==> src/rtl/multdiv_issue_if.sv <==
// Pipeline-side and multdiv-side signals of the multdiv issue stage.
// The issue block is the slave; the pipeline/multdiv environment is the master.
interface multdiv_issue_if;
  logic        flush;
  logic        in_valid;
  logic        in_is_mult;
  logic        in_is_div;
  logic [31:0] in_a;
  logic [31:0] in_b;
  logic [4:0]  in_rd;
  logic        stall;
  logic        md_start_mult;
  logic        md_start_div;
  logic [31:0] md_a;
  logic [31:0] md_b;
  logic [31:0] md_result;
  logic        md_exception;
  logic        md_ready;
  logic        out_valid;
  logic [31:0] out_result;
  logic [4:0]  out_rd;
  logic        out_exception;

  modport master (
    output flush, in_valid, in_is_mult, in_is_div, in_a, in_b, in_rd,
    output md_result, md_exception, md_ready,
    input  stall, md_start_mult, md_start_div, md_a, md_b,
    input  out_valid, out_result, out_rd, out_exception
  );

  modport slave (
    input  flush, in_valid, in_is_mult, in_is_div, in_a, in_b, in_rd,
    input  md_result, md_exception, md_ready,
    output stall, md_start_mult, md_start_div, md_a, md_b,
    output out_valid, out_result, out_rd, out_exception
  );
endinterface

==> src/rtl/multdiv_issue.sv <==
// Issues MULT/DIV to the iterative multdiv unit, stalls the pipeline until
// completion or watchdog timeout, then presents the result for one cycle.
module multdiv_issue #(
  parameter int unsigned TIMEOUT = 40,
  parameter int unsigned CW      = 6
) (
  input logic           clock,
  input logic           reset,
  multdiv_issue_if.slave bus
);

  localparam logic [1:0] IDLE  = 2'd0;
  localparam logic [1:0] ISSUE = 2'd1;
  localparam logic [1:0] WAIT  = 2'd2;
  localparam logic [1:0] DONE  = 2'd3;

  logic [1:0]    state;
  logic [1:0]    state_nx;
  logic [CW-1:0] wd;
  logic          op_q;
  logic [4:0]    rd_q;
  logic          accept;
  logic          timeout;

  assign accept  = (state == IDLE) & bus.in_valid & (bus.in_is_mult | bus.in_is_div) & ~bus.flush;
  assign timeout = (wd == CW'(TIMEOUT - 1));

  always_comb begin
    state_nx = state;
    case (state)
      IDLE:  if (accept) state_nx = ISSUE;
      ISSUE: state_nx = WAIT;
      WAIT:  if (bus.md_ready || timeout) state_nx = DONE;
      DONE:  state_nx = IDLE;
      default: state_nx = IDLE;
    endcase
    // flush abandons everything except a completion already being presented
    if (bus.flush) state_nx = IDLE;
  end

  always_ff @(posedge clock or posedge reset) begin
    if (reset) begin
      state             <= IDLE;
      wd                <= '0;
      op_q              <= 1'b0;
      rd_q              <= '0;
      bus.md_a          <= '0;
      bus.md_b          <= '0;
      bus.out_result    <= '0;
      bus.out_rd        <= '0;
      bus.out_exception <= 1'b0;
    end else begin
      state <= state_nx;
      if (accept) begin
        bus.md_a <= bus.in_a;
        bus.md_b <= bus.in_b;
        rd_q     <= bus.in_rd;
        op_q     <= bus.in_is_mult;
      end
      if (state == ISSUE) wd <= '0;
      if (state == WAIT && !bus.flush) begin
        if (bus.md_ready) begin
          bus.out_result    <= bus.md_result;
          bus.out_exception <= bus.md_exception;
          bus.out_rd        <= rd_q;
        end else begin
          wd <= wd + 1'b1;
          if (timeout) begin
            bus.out_result    <= '0;
            bus.out_exception <= 1'b1;
            bus.out_rd        <= rd_q;
          end
        end
      end
    end
  end

  assign bus.stall         = ~reset & ~bus.flush & (accept | (state == ISSUE) | (state == WAIT));
  assign bus.md_start_mult = (state == ISSUE) &  op_q;
  assign bus.md_start_div  = (state == ISSUE) & ~op_q;
  assign bus.out_valid     = (state == DONE);

endmodule

==> src/flat_wrapper.sv <==
// flat-port wrapper written by rule: the top's interface ports become plain ports
module multdiv_issue_flat 
#(
  parameter int unsigned TIMEOUT = 40,
  parameter int unsigned CW      = 6
)
  (clock, reset, bus_flush, bus_in_valid, bus_in_is_mult, bus_in_is_div, bus_in_a, bus_in_b, bus_in_rd, bus_md_result, bus_md_exception, bus_md_ready, bus_stall, bus_md_start_mult, bus_md_start_div, bus_md_a, bus_md_b, bus_out_valid, bus_out_result, bus_out_rd, bus_out_exception);
  multdiv_issue_if bus_i ();
  input logic clock;
  input logic reset;
  input wire logic [$bits(bus_i.flush)-1:0] bus_flush;
  input wire logic [$bits(bus_i.in_valid)-1:0] bus_in_valid;
  input wire logic [$bits(bus_i.in_is_mult)-1:0] bus_in_is_mult;
  input wire logic [$bits(bus_i.in_is_div)-1:0] bus_in_is_div;
  input wire logic [$bits(bus_i.in_a)-1:0] bus_in_a;
  input wire logic [$bits(bus_i.in_b)-1:0] bus_in_b;
  input wire logic [$bits(bus_i.in_rd)-1:0] bus_in_rd;
  input wire logic [$bits(bus_i.md_result)-1:0] bus_md_result;
  input wire logic [$bits(bus_i.md_exception)-1:0] bus_md_exception;
  input wire logic [$bits(bus_i.md_ready)-1:0] bus_md_ready;
  output wire logic [$bits(bus_i.stall)-1:0] bus_stall;
  output wire logic [$bits(bus_i.md_start_mult)-1:0] bus_md_start_mult;
  output wire logic [$bits(bus_i.md_start_div)-1:0] bus_md_start_div;
  output wire logic [$bits(bus_i.md_a)-1:0] bus_md_a;
  output wire logic [$bits(bus_i.md_b)-1:0] bus_md_b;
  output wire logic [$bits(bus_i.out_valid)-1:0] bus_out_valid;
  output wire logic [$bits(bus_i.out_result)-1:0] bus_out_result;
  output wire logic [$bits(bus_i.out_rd)-1:0] bus_out_rd;
  output wire logic [$bits(bus_i.out_exception)-1:0] bus_out_exception;
  assign bus_i.flush = bus_flush;
  assign bus_i.in_valid = bus_in_valid;
  assign bus_i.in_is_mult = bus_in_is_mult;
  assign bus_i.in_is_div = bus_in_is_div;
  assign bus_i.in_a = bus_in_a;
  assign bus_i.in_b = bus_in_b;
  assign bus_i.in_rd = bus_in_rd;
  assign bus_i.md_result = bus_md_result;
  assign bus_i.md_exception = bus_md_exception;
  assign bus_i.md_ready = bus_md_ready;
  assign bus_stall = bus_i.stall;
  assign bus_md_start_mult = bus_i.md_start_mult;
  assign bus_md_start_div = bus_i.md_start_div;
  assign bus_md_a = bus_i.md_a;
  assign bus_md_b = bus_i.md_b;
  assign bus_out_valid = bus_i.out_valid;
  assign bus_out_result = bus_i.out_result;
  assign bus_out_rd = bus_i.out_rd;
  assign bus_out_exception = bus_i.out_exception;
  multdiv_issue #(.TIMEOUT(TIMEOUT), .CW(CW)) u_core (.clock(clock), .reset(reset), .bus(bus_i));
endmodule
==> config.mk <==
export PLATFORM = sky130hd
export DESIGN_NAME = multdiv_issue_flat
export DESIGN_NICKNAME = d
export VERILOG_FILES = /design/src/rtl/multdiv_issue_if.sv /design/src/rtl/multdiv_issue.sv /design/src/flat_wrapper.sv
export SDC_FILE = /design/constraint.sdc
export NUM_CORES = 1
export LEC_CHECK = 0
export BUFFER_PORTS_ARGS = -buffer_cell sky130_fd_sc_hd__buf_2
export CORE_MARGIN = 5
export CORE_UTILIZATION = 40
export CTS_BUF_LIST = sky130_fd_sc_hd__clkbuf_16
export DETAILED_ROUTE_END_ITERATION = 8
export GPL_TIMING_DRIVEN = 0
export PLACE_DENSITY = 0.74
export RECOVER_POWER = 100
export SYNTH_ARGS = -nofsm -noshare
export SYNTH_HDL_FRONTEND = slang
export SYNTH_SLANG_ARGS = --single-unit
==> constraint.sdc <==
create_clock -name clock -period 9 [get_ports clock]
set_clock_uncertainty 0.1 [all_clocks]
set_input_delay 1.8 -clock clock [delete_from_list [all_inputs] [get_ports clock]]
set_output_delay 1.8 -clock clock [all_outputs]
set_load 0.1 [all_outputs]
==> out/metrics.csv, run 1 <==
metric,value,unit
via_per_inst,4.88,
synth_top_area_cell,dfrtp_1,
grt_pass1_wl,18.8,mm
nets,650,
ys_warn_count,0,
drtIter0Drc,172,
critPathKind,in -> out,
async_flop_share,100,%
core_area,12000,sq um
grt_max_degree,72,
endpoint_kind,primary output,
r2r.worst_path.cells,7,
die_w,120,microns
cts.repair.resized,0,
synth_cells,301,
fin_tns_setup,0,ps
period_minus_slack,6310,ps
slew_viol_final,46,
critPathLaunchType,input port,
drive_gt1_share,27.6,%
drc,0,
relSlewSlack,-41.0,%
hold_path_depth,1,
antenna_found_initial,1,
syn_to_final_growth,28.0,%
numCtsBuffers,17,
hold_viol_final,0,
ys_seq_area_share,59.7,%
ys_ff_latch,116,
clk_root_buffer_cell,clkbuf_16,
fin_hold_ws,381,ps
cp.required,7100,ps
track_usage,16.6,%
worstPathMaxFanout,10,
die_area,14500,sq um
post-route-period-util,70.1,%
gr-total-overflow,0,
avgSynthCellArea,16.2,sq um
start_util,40.7,%
worst_pin_slew,2100,ps
cts_tree,built,
arrival,4410,ps
clk_pin_slew,50,ps
fin_util,52.1,%
grt_pass1_vias,3772,
post_drt_wl_per_cell,16.9,microns
setup_viol,0,
core.rowCount,40,
synth_cell_types,35,
rsz0062_at_grt,false,
synth_commonest_cells,"116 x dfrtp_1, 69 x mux2_4, 32 x a22o_1",
die_y,120,microns
outcome,finished with violations,
place.gp.congestion,0.769,
drv_cap,1,
route.vias.total,3392,
max_freq,158,MHz
ys.flop_type,dfrtp_1,
clockBufferDepth,2,
dr.pass1.iters,4,
n_antenna_cell,0,
hp-class,reg -> reg,
drtAntennaViolNets,0,
post-cts-setup-buffers,0,
dp_hpwl,8.77,mm
clkLatencyLatePin,400,ps
cts-htree-levels,4,
synth_enable_flop_cells,0,
synthTopCellsByArea,"dfrtp_1 60%, mux2_4 21%, a22o_1 5.8%",
postSynthNetCount,416,
clock_sinks,116,
io_buffers,214,
drt-total-wl,11.8,mm
io_pins,215,
netlist_area,4870,sq um
netlist.area_leader.share,59.7,%
synth.most_common_cell,dfrtp_1,
ctsHoldBuffers,0,
failed_checks,"max-capacitance violations, max-slew violations",
## area by class of cell
| type | instances | area, sq um |
|---|---|---|
| multi-input combinational | 164 | 1530 |
| buffer | 16 | 62.6 |
| clock inverter | 15 | 146 |
| inverter | 5 | 20.0 |
| tap | 147 | 184 |
| fill | 1115 | 5730 |
| clock buffer | 17 | 425 |
| timing repair buffer | 215 | 962 |
| sequential | 116 | 2900 |
## worst paths after layout
path / from / to / slack [ps]
min in group asynchronous: reset / u_core.op_q / 1840
min: u_core.bus.md_a[20] / u_core.bus.md_a[20] / 380
max reg2reg: u_core.state[1] / u_core.rd_q[0] / 6410
max in group asynchronous: reset / u_core.bus.md_a[30] / 5910
max: bus_flush / bus_stall / 2690
min reg2reg: u_core.bus.md_a[20] / u_core.bus.md_a[20] / 380
## per-layer routing
layer | GRT usage [%] | up-vias | share of wire, %
met5 | 0 | - | 0.094
met4 | 7.44 | 2 | 3.3
met3 | 6.55 | 33 | 6.8
met2 | 27.4 | 136 | 50
met1 | 19.2 | 1648 | 40
li1 | - | 1573 | -
## critical path, cell delays in order
cell and delay (ps):
clkbuf_1 170, and3b_1 290, o21a_1 130, clkbuf_1 360, clkbuf_1 540, nor3_1 90, nor3_1 140, clkbuf_1 880
## through the flow
stage / setup WS [ps] / cell area [sq um] / cells
floorplan: 2530 / 4870 / 301
global placement: 2850 / 6120 / 662
detailed placement: 3740 / 6150 / 663
CTS: 3730 / 6720 / 695
global route: 2490 / 6230 / 695
finish: 2690 / 6230 / 695
## flip-flops by register name (all words and copies together), names as in the netlist
name                      cells
u_core.wd                     6
u_core.op_q                   1
u_core.state                  2
u_core.bus.md_a              32
u_core.bus.out_rd             5
u_core.bus.out_exception      1
u_core.bus.md_b              32
u_core.bus.out_result        32
u_core.rd_q                   5
## kinds of logic (layout without fill, tap and decap cells)
family	after synthesis	count (layout)	share of synthesized area, %
AO/OA/AOI/OAI	53	53	8.56
buffers and inverters	21	268	4.27
flip-flops	116	116	59.7
adder cells (fa/ha/maj)	6	6	1.54
AND/OR/NAND/NOR	31	31	3.52
multiplexers	74	74	22.4
## cell usage in the layout (no fill, tap or decap), drive strengths merged, types with 5 or more instances in the layout
cell,netlist,final
clkbuf,2,140
dfrtp,116,116
buf,14,108
mux2,74,74
a22o,33,33
nand2,9,9
clkinv,0,9
o21ai,7,7
ha,6,6
inv,5,5
nor3,5,5
Power of run 1 is not shown: default switching activity piles up to over one toggle a cycle in this logic, so the estimate is an artifact.
==> run 2: changes to the inputs <==
- clock period: 9 -> 6.2 ns (I/O delays scaled with it)
==> run 2 against run 1 <==
- the flow still finishes with violations (max-capacitance violations, max-slew violations)
- first-iteration DRC count fell by 1.2%
- via count increased by 0.21%
- critical path depth unchanged
- count of clock-buffer cells in the layout is the same
- sequential share of layout area about the same
- worst setup slack worse by 1400 ps
- cell area barely moved
- die area unchanged
- cell count is the same
- register-to-register slack got worse by 2900 ps
==> out/metrics.csv, run 2 (synthesis results as in run 1) <==
metric,value,unit
die_w,120,microns
syn_to_final_growth,27.9,%
die_y,120,microns
relSlewSlack,-34.0,%
n_antenna_cell,0,
clockBufferDepth,2,
critPathKind,in -> out,
drive_gt1_share,27.9,%
fin_util,52.0,%
nets,650,
post-route-period-util,78.6,%
via_per_inst,4.89,
period_minus_slack,4870,ps
clkLatencyLatePin,400,ps
io_pins,215,
max_freq,205,MHz
cp.required,4860,ps
place.gp.congestion,0.769,
start_util,40.7,%
finalWorstSetupSlack,1330,ps
track_usage,16.6,%
slew_viol_final,119,
fin_tns_setup,0,ps
endpoint_kind,primary output,
largestRegisters,"u_core.bus.md_a: 32 flops, u_core.bus.md_b: 32 flops, u_core.bus.out_result: 32 flops",
clk_root_buffer_cell,clkbuf_16,
setup_viol,0,
hp-class,reg -> reg,
die_area,14500,sq um
grt_pass1_vias,3772,
dp_cells,663,
ctsHoldBuffers,0,
cts-htree-levels,4,
core_area,12000,sq um
drtAntennaViolNets,0,
critPathLaunchType,input port,
arrival,3530,ps
outcome,finished with violations,
post_drt_wl_per_cell,17.0,microns
grt_max_degree,72,
hold_viol_final,0,
drtIter0Drc,170,
io_buffers,214,
final_common_cell,clkbuf_1,
worst_pin_slew,2000,ps
core.rowCount,40,
antenna_found_initial,1,
gr-total-overflow,0,
numCtsBuffers,17,
drc,0,
pre_cts_slack,2060,ps
dr.pass1.iters,4,
post-cts-setup-buffers,0,
grt_pass1_wl,18.8,mm
drv_cap,2,
cts.repair.resized,0,
stdcell_count,695,
clock_sinks,116,
clk_pin_slew,50,ps
route.vias.total,3399,
layout_common_cells,"121 x clkbuf_1, 116 x dfrtp_1, 108 x buf_2, 61 x mux2_1, 32 x a22o_1",
failed_checks,"max-capacitance violations, max-slew violations",
worstPathMaxFanout,10,
dp_hpwl,8.77,mm
cts_tree,built,
rsz0062_at_grt,false,
drt-total-wl,11.8,mm
run 2: cell types whose count changed in the layout (fill, tap and decap cells not counted):
cell      before  now
clkbuf_2       0    1
buf_16         1    0
buf_12         0    1
clkbuf_1     123  121
buf_2        107  108
run 2: metrics by stage:
stage                     area, sq um  hold WS, ps
after floorplan                  4870          378
after global placement           6120          379
after detailed placement         6150          376
after CTS                        6720          396
after global routing             6220          391
final                            6220          381
run 2: layout make-up:
cell class | instances | area (sq um)
fill | 1117 | 5740
timing repair buffer | 215 | 941
inverter | 5 | 20.0
clock inverter | 15 | 146
multi-input combinational | 164 | 1530
buffer | 16 | 78.8
tap | 147 | 184
clock buffer | 17 | 425
sequential | 116 | 2900
run 2: layer usage:
metal / vias to the layer above / wire length, microns / global-route usage [%]
li1: 1574 / - / -
met1: 1664 / 4760 / 19.2
met2: 126 / 5880 / 27.4
met3: 33 / 774 / 6.55
met4: 2 / 385 / 7.44
met5: - / 11 / 0
run 2: path summary, 6_finish.rpt:
kind                                      from                   to  slack [ps]  cells past startpoint
min                        u_core.bus.md_a[20]  u_core.bus.md_a[20]         380                      1
max in group asynchronous                reset   u_core.bus.md_b[7]        2330                      3
min reg2reg                u_core.bus.md_a[20]  u_core.bus.md_a[20]         380                      1
min in group asynchronous                reset          u_core.op_q        1240                      2
max reg2reg                    u_core.state[1]       u_core.rd_q[0]        3540                      7
max                                  bus_flush            bus_stall        1330                      8
run 2: critical path, cell delays in order:
cell	delay (ps)
clkbuf_1	180
and3b_1	290
o21a_1	130
clkbuf_1	420
buf_12	210
nor3_1	50
nor3_1	120
clkbuf_1	880
Power of run 2 is left out for the same reason.
